<file path="src/rtl/memory_stage_pkg.sv">
// Shared definitions for the memory stage.
//
// Holds the machine-wide width macros (`XLEN, `PC_WIDTH, `LOAD_WIDTH,
// `STORE_WIDTH). Each macro is guarded, so a project-level define.v
// compiled earlier takes precedence. The package also holds the
// load/store opcode constants and the bus-handshake FSM state type.
// Every other file in this slice reads these values through
// memory_stage_pkg rather than through the macros.
// No ports.

`ifndef XLEN
`define XLEN 32
`endif
`ifndef PC_WIDTH
`define PC_WIDTH 32
`endif
`ifndef LOAD_WIDTH
`define LOAD_WIDTH 3
`endif
`ifndef STORE_WIDTH
`define STORE_WIDTH 2
`endif

package memory_stage_pkg;

  localparam int XLEN        = `XLEN;
  localparam int LOAD_WIDTH  = `LOAD_WIDTH;
  localparam int STORE_WIDTH = `STORE_WIDTH;

  localparam logic [LOAD_WIDTH-1:0] LOAD_NONE = LOAD_WIDTH'(0);
  localparam logic [LOAD_WIDTH-1:0] LB        = LOAD_WIDTH'(1);
  localparam logic [LOAD_WIDTH-1:0] LH        = LOAD_WIDTH'(2);
  localparam logic [LOAD_WIDTH-1:0] LW        = LOAD_WIDTH'(3);
  localparam logic [LOAD_WIDTH-1:0] LBU       = LOAD_WIDTH'(4);
  localparam logic [LOAD_WIDTH-1:0] LHU       = LOAD_WIDTH'(5);

  localparam logic [STORE_WIDTH-1:0] STORE_NONE = STORE_WIDTH'(0);
  localparam logic [STORE_WIDTH-1:0] SB         = STORE_WIDTH'(1);
  localparam logic [STORE_WIDTH-1:0] SH         = STORE_WIDTH'(2);
  localparam logic [STORE_WIDTH-1:0] SW         = STORE_WIDTH'(3);

  typedef enum logic {
    ST_IDLE = 1'b0,
    ST_WAIT = 1'b1
  } mem_state_e;

endpackage

</file>
<file path="src/rtl/load_align.sv">
// load_align: combinational extraction and extension of load data.
//
// Ports:
//   load_op  in   load type (LB/LH/LW/LBU/LHU; NONE passes the word through)
//   lane     in   byte offset inside the word, already naturally aligned
//   rdata    in   raw word returned by the data bus
//   data     out  selected lane, sign- or zero-extended to XLEN

module load_align
  import memory_stage_pkg::*;
(
  input  logic [LOAD_WIDTH-1:0] load_op,
  input  logic [1:0]            lane,
  input  logic [XLEN-1:0]       rdata,
  output logic [XLEN-1:0]       data
);

  logic signed [7:0]  byte_sel;
  logic signed [15:0] half_sel;

  always_comb begin
    byte_sel = rdata[{lane, 3'b000} +: 8];
    half_sel = lane[1] ? rdata[31:16] : rdata[15:0];
    data     = rdata;
    case (load_op)
      LB:      data = XLEN'(byte_sel);
      LBU:     data = XLEN'($unsigned(byte_sel));
      LH:      data = XLEN'(half_sel);
      LHU:     data = XLEN'($unsigned(half_sel));
      default: data = rdata;
    endcase
  end

endmodule

</file>
<file path="src/rtl/memory_stage.sv">
// memory_stage: data-memory access stage and MW pipeline register.
//
// A load or store in the execute register issues a request on the data
// bus. The request is held, and the pipeline is stalled, until dmem_ack_i
// arrives. Load data is lane-aligned by load_align. Store data is
// replicated across byte lanes and qualified by strobes. The MW register
// captures the writeback value, or takes a bubble while the stage stalls.
//
// Ports:
//   clk_i, rst_i               clock, asynchronous active-high reset
//   ED_*_i                     execute-register fields (ops, data, address, dest)
//   W_bubble_i, W_stall_i      hazard-unit controls for the MW register
//   dmem_req_o/we_o/addr_o/
//   wdata_o/wstrb_o            data-bus request (word address, byte strobes)
//   dmem_rdata_i, dmem_ack_i   data-bus response
//   M_stall_o                  stall request while an access is outstanding
//   MW_valW_o/need_dstW_o/
//   dstW_o                     MW register outputs
//   M_misalign_o               misaligned-access trap (only with MISALIGN_TRAP_EN)
//
// Build option MISALIGN_TRAP_EN: when defined, misaligned halfword or word
// accesses are trapped instead of issued. When undefined, the offending
// low address bits are forced to the natural alignment.

module memory_stage
  import memory_stage_pkg::*;
(
  input  logic                   clk_i,
  input  logic                   rst_i,
  input  logic [STORE_WIDTH-1:0] ED_store_op_i,
  input  logic [LOAD_WIDTH-1:0]  ED_load_op_i,
  input  logic                   ED_sel_reg_i,
  input  logic [XLEN-1:0]        ED_rs2_data_i,
  input  logic [XLEN-1:0]        ED_valE_i,
  input  logic                   ED_need_dstE_i,
  input  logic [4:0]             ED_dstE_i,
  input  logic                   W_bubble_i,
  input  logic                   W_stall_i,
  output logic                   dmem_req_o,
  output logic                   dmem_we_o,
  output logic [XLEN-1:0]        dmem_addr_o,
  output logic [XLEN-1:0]        dmem_wdata_o,
  output logic [3:0]             dmem_wstrb_o,
  input  logic [XLEN-1:0]        dmem_rdata_i,
  input  logic                   dmem_ack_i,
  output logic                   M_stall_o,
  output logic [XLEN-1:0]        MW_valW_o,
  output logic                   MW_need_dstW_o,
`ifdef MISALIGN_TRAP_EN
  output logic                   M_misalign_o,
`endif
  output logic [4:0]             MW_dstW_o
);

  mem_state_e      state, state_next;
  logic            is_load, is_store, mem_active, misalign;
  logic            is_half, is_word;
  logic [1:0]      lane;
  logic [XLEN-1:0] load_data, val_w;

  assign is_load    = ED_load_op_i != LOAD_NONE;
  assign is_store   = ED_store_op_i != STORE_NONE;
  assign mem_active = is_load | is_store;
  assign is_half    = (ED_load_op_i == LH) | (ED_load_op_i == LHU) | (ED_store_op_i == SH);
  assign is_word    = (ED_load_op_i == LW) | (ED_store_op_i == SW);

`ifdef MISALIGN_TRAP_EN
  assign misalign     = (is_half & ED_valE_i[0]) | (is_word & (|ED_valE_i[1:0]));
  assign lane         = ED_valE_i[1:0];
  assign M_misalign_o = misalign & ~rst_i;
`else
  assign misalign = 1'b0;
  // Force misaligned halfword/word offsets to their natural boundary.
  always_comb begin
    lane = ED_valE_i[1:0];
    if (is_word)
      lane = 2'b00;
    else if (is_half)
      lane[0] = 1'b0;
  end
`endif

  // The request drops during reset, so an access pending at reset is abandoned.
  assign dmem_req_o  = mem_active & ~misalign & ~rst_i;
  assign M_stall_o   = dmem_req_o & ~dmem_ack_i;
  assign dmem_we_o   = is_store & dmem_req_o;
  assign dmem_addr_o = {ED_valE_i[XLEN-1:2], 2'b00};

  always_comb begin
    dmem_wstrb_o = 4'b0000;
    dmem_wdata_o = '0;
    case (ED_store_op_i)
      SB: begin
        dmem_wstrb_o = 4'b0001 << lane;
        dmem_wdata_o = {4{ED_rs2_data_i[7:0]}};
      end
      SH: begin
        dmem_wstrb_o = 4'b0011 << {lane[1], 1'b0};
        dmem_wdata_o = {2{ED_rs2_data_i[15:0]}};
      end
      SW: begin
        dmem_wstrb_o = 4'b1111;
        dmem_wdata_o = ED_rs2_data_i;
      end
      default: ;
    endcase
  end

  load_align u_load_align (
    .load_op (ED_load_op_i),
    .lane    (lane),
    .rdata   (dmem_rdata_i),
    .data    (load_data)
  );

  assign val_w = ED_sel_reg_i ? load_data : ED_valE_i;

  always_ff @(posedge clk_i or posedge rst_i) begin
    if (rst_i)
      state <= ST_IDLE;
    else
      state <= state_next;
  end

  // An ack that lands while MW is held keeps the FSM in WAIT. The access is
  // retired only once MW is free to capture the result.
  always_comb begin
    state_next = state;
    case (state)
      ST_IDLE: if (dmem_req_o && (!dmem_ack_i || W_stall_i)) state_next = ST_WAIT;
      ST_WAIT: if (!dmem_req_o || (dmem_ack_i && !W_stall_i)) state_next = ST_IDLE;
      default: state_next = ST_IDLE;
    endcase
  end

  // ---- M -> W pipeline boundary ----
  always_ff @(posedge clk_i or posedge rst_i) begin
    if (rst_i) begin
      MW_valW_o      <= '0;
      MW_need_dstW_o <= 1'b0;
      MW_dstW_o      <= '0;
    end else if (W_bubble_i || M_stall_o || misalign) begin
      MW_valW_o      <= '0;
      MW_need_dstW_o <= 1'b0;
      MW_dstW_o      <= '0;
    end else if (!W_stall_i) begin
      MW_valW_o      <= val_w;
      MW_need_dstW_o <= ED_need_dstE_i;
      MW_dstW_o      <= ED_dstE_i;
    end
  end

endmodule

</file>
<file path="config.mk">
export PLATFORM = sky130hd
export DESIGN_NAME = memory_stage
export DESIGN_NICKNAME = d
export VERILOG_FILES = /design/src/rtl/memory_stage_pkg.sv /design/src/rtl/load_align.sv /design/src/rtl/memory_stage.sv
export SDC_FILE = /design/constraint.sdc
export NUM_CORES = 1
export LEC_CHECK = 0
export CORE_ASPECT_RATIO = 0.6
export CORE_MARGIN = 1
export CORE_UTILIZATION = 38
export DETAILED_ROUTE_END_ITERATION = 8
export GPL_TIMING_DRIVEN = 0
export HOLD_SLACK_MARGIN = 0.15
export PLACE_DENSITY = 0.82
export SLEW_MARGIN = 20
export SYNTH_ARGS = -nofsm -noshare
export SYNTH_HDL_FRONTEND = slang
export SYNTH_SLANG_ARGS = --single-unit
</file>
<file path="constraint.sdc">
create_clock -name clk_i -period 2.3 [get_ports clk_i]
set_input_delay 0.46 -clock clk_i [delete_from_list [all_inputs] [get_ports clk_i]]
set_output_delay 0.46 -clock clk_i [all_outputs]
set_load 0.01 [all_outputs]
</file>
==> results.md <==
* Number of vias in the routed layout at 4792
* Average cell area after synthesis at 8.07 sq um
* Area of the multi-input gates at 2270 sq um
* Async set-reset flop share out of synthesis at 100%
* Normalized max-slew margin at 54.0%
* Primary flip-flop cell chosen by synthesis mapping: dfrtp_1
* Post-placement cell area at 6010 sq um
* Worst path bufs/invs at 4
* PwrDens at 399 nW/um^2
* Area overhead of the layout relative to synthesis at 71.6%
* Die span in y at around 80 um
* Worst Path Arrival at 1.80 ns
* Number of hold buffers added after cts at 0
* Sequential-to-total area share from yosys stat at 26.0%
* Die area at 10000 sq um
* Clk buf depth at 2
* Final setup violation count at 0
* Count of routing violations after the opening detailed-route iteration at 530
* Placement Rows at 27
* Clock Root Buffer: clkbuf_16
* Cell area after synthesis at 3660 sq um
* Cell internal pwr at 1.68 mW
* Largest area contributor in the synthesized netlist: dfrtp_1
* Final WL at approximately 16 mm
* Switching component of the power at 826 uW
* Reg power frac at 29.3%
* Max FO, Critical Path at 10
* Register clock-pin slew on the reported worst setup and hold paths at 0.06 ns
* Post-route clock period utilization at 98.4%
* Hold Vio Cnt, Final at 0
* Cells taking the most area after synthesis: dfrtp_1, buf_4, a22o_1
* Required time of the critical path at 1.84 ns
* Critical-path cell list: clkdlybuf4s15_2, a21bo_4, buf_4, buf_6, nor2_4, nand2_1, o21ai_1, buf_2
* Part of the power in the clock network at 26.6%
* Pin count of the biggest net entering global routing at 27
* Routed wire per std cell at 19.8 um
* Final net count at 798
* Number of placed instances, taps included at 802
* TNS Setup at 0 ns
* GRT overflow at 0
* I/O pins at about 220
* Hold/Removal Path Class: flip-flop to flip-flop
* Crit path largest cell delay at 0.25 ns
* Logic gate share of total power at 44.1%
* Final Skew at 0 ns
* Drc violations at 0
* Number of global-route vias before repair at around 4.6k
* First-pass GRT wire length at 25.0 mm
* Area share of the largest cell type after synthesis at 26.0%
* Register cell area after layout at around 950 sq um
* Number of buffers created by CTS at 5
* Critical path's top delay family: buffers and inverters
* Switching power share of the total at between 30% and 40%
* Critical Path Slowest Stage Cell: a21bo_4
* Result of the run: complete, no violations
* Cell variety after synth at ~50
* Cell area after layout at 6290 sq um
* Later-pin clock latency in the skew report at 0.28 ns
* Number of synthesis warnings at 0
* Average via count per standard cell at 5.88
* Initial antenna violation count at 0
* Utilization after layout at between 60% and 70%
* CTS Sinks at 38
* CORE AREA at 9260 sq um
* Fmax at 442 MHz
* Final max-slew violation count at 0
* Type of the worst setup path: input port to primary output
* Max VDD drop at 0.256 mV
* Die boundary width at 129 um
* Count of non-filler cells in the finished layout at 815
* Cell count after synthesis at 454
* CTS tree: yes
* Fraction of final layout cells with drive strength greater than 1 at 19.1%
* Count of flip-flops with a built-in enable after synthesis at 0
* Number of buffers added on ports at 216
* Count of nets left with antenna violations after detail routing at 0
* Most common library cell in the layout ignoring fill and taps: clkdlybuf4s50_1
* Starting utilization of the core area at 39.6%
* WHS at 0.476 ns
* Number of antenna cells inserted at 0
* Final critical delay including setup and external delays at 2.26 ns
* Leakage power summed over all cells at 2.58 nW
* Max Cap Viol at 0
* Routability congestion estimate at 0.943
* 1st-pass router iterations at 8
* Sort of element at the start of the critical path: input port
* Actual transition at the worst max-transition pin at 0.685 ns
* Kind of capture point of the worst setup path: primary output
* Post-DP HPWL at 12.5 mm
* Aggregate global-route resource usage at 32.1%
* FILL cells at 778
* Count of state elements after synthesis at 38
* Commonest non-fill, non-tap cells in the layout: clkdlybuf4s50_1, buf_4, o21ai_0, nand2_1, dfrtp_1
* Deepest level of the CTS H-tree at 2
-- synth_stat cells, types with 14 or more instances --
library cell	instances
nor2_1	17
o221ai_1	17
mux2_2	16
buf_2	14
o21ai_0	44
a22o_1	30
nand2_1	41
clkbuf_1	23
a21oi_1	31
a2bb2oi_1	15
nand3_1	22
dfrtp_1	38
buf_4	36
-- worst paths after layout --
check                                          startpoint                   endpoint  cells after the start  slack (ns)
worst max-delay path                         ED_valE_i[1]            dmem_wstrb_o[3]                      8        0.04
worst min-delay path            MW_valW_o[22]$_DFFE_PP0P_  MW_valW_o[22]$_DFFE_PP0P_                      2        0.48
worst max register to register  MW_valW_o[15]$_DFFE_PP0P_  MW_valW_o[15]$_DFFE_PP0P_                      2        1.48
worst min register to register  MW_valW_o[22]$_DFFE_PP0P_  MW_valW_o[22]$_DFFE_PP0P_                      2        0.48
max in group asynchronous                           rst_i  MW_valW_o[21]$_DFFE_PP0P_                      3        1.27
min in group asynchronous                           rst_i   MW_dstW_o[4]$_DFFE_PP0P_                      2        0.59
-- metal layers --
layer  vias up  wire (um)  global-route usage (%)
met5         -          0                       0
met4         0        267                    6.00
met2       318       7000                    48.3
met3        38       1850                    7.98
met1      2279       7000                    46.5
li1       2157          -                       -
-- per-stage QoR --
| step | worst slack [ns] | power (mW) |
|---|---|---|
| final | 0.0360 | 2.51 |
| after global placement | -0.911 | 1.81 |
| after global routing | -0.00541 | 2.61 |
| after floorplan | 0.142 | 1.23 |
| after CTS | 0.00117 | 2.49 |
| after detailed placement | -0.988 | 1.83 |
-- power by group through the flow --
| stage | Sequential [mW] | Clock [mW] | Combinational [mW] |
|---|---|---|---|
| CTS | 0.736 | 0.667 | 1.08 |
| global placement | 0.745 | 0 | 1.06 |
| detailed placement | 0.747 | 0 | 1.08 |
| global route | 0.741 | 0.694 | 1.17 |
| finish | 0.736 | 0.667 | 1.11 |
| floorplan | 0.763 | 0 | 0.466 |
-- worst min-delay path, delay by kind of cell, from the launching register on --
kind	cells	cell delay [ns]
flip-flops	1	0.34
AND/OR/NAND/NOR	1	0.06
AO/OA/AOI/OAI	1	0.05
-- cell families (layout without fill, tap and decap cells) --
logic type,Yosys count,count (layout),share of synthesized area (%)
AOI/OAI and AO/OA,197,197,39.6
and+or+nand+nor,114,114,15.5
buffers and inverters,86,316,13.4
DFF,38,38,26.0
muxes,16,16,4.92
xor gates and xnor gates,2,2,0.478
other,1,2,0.102
-- flip-flops by register name (all words and copies together) (netlist names) --
| signal | flops |
|---|---|
| MW_dstW_o | 5 |
| MW_need_dstW_o | 1 |
| MW_valW_o | 32 |
-- what timing repair did --
item | 4_1_cts | 5_1_grt
pin swaps | 3 | 2
setup endpoints to repair | 64 | 36
buffers inserted | 4 | 2
resized for setup | 89 | 11
cloned | 0 | 0
-- layout make-up --
type	count	share of cell area [%]
Inverter	10	0.597
Clock buffer	5	1.99
Sequential cell	38	15.1
Buffer	76	8.82
Multi-Input combinational cell	331	36.1
Timing Repair Buffer	223	34.7
Tap cell	130	2.59
Clock inverter	2	0.159
(Power assumes the default switching activity.)
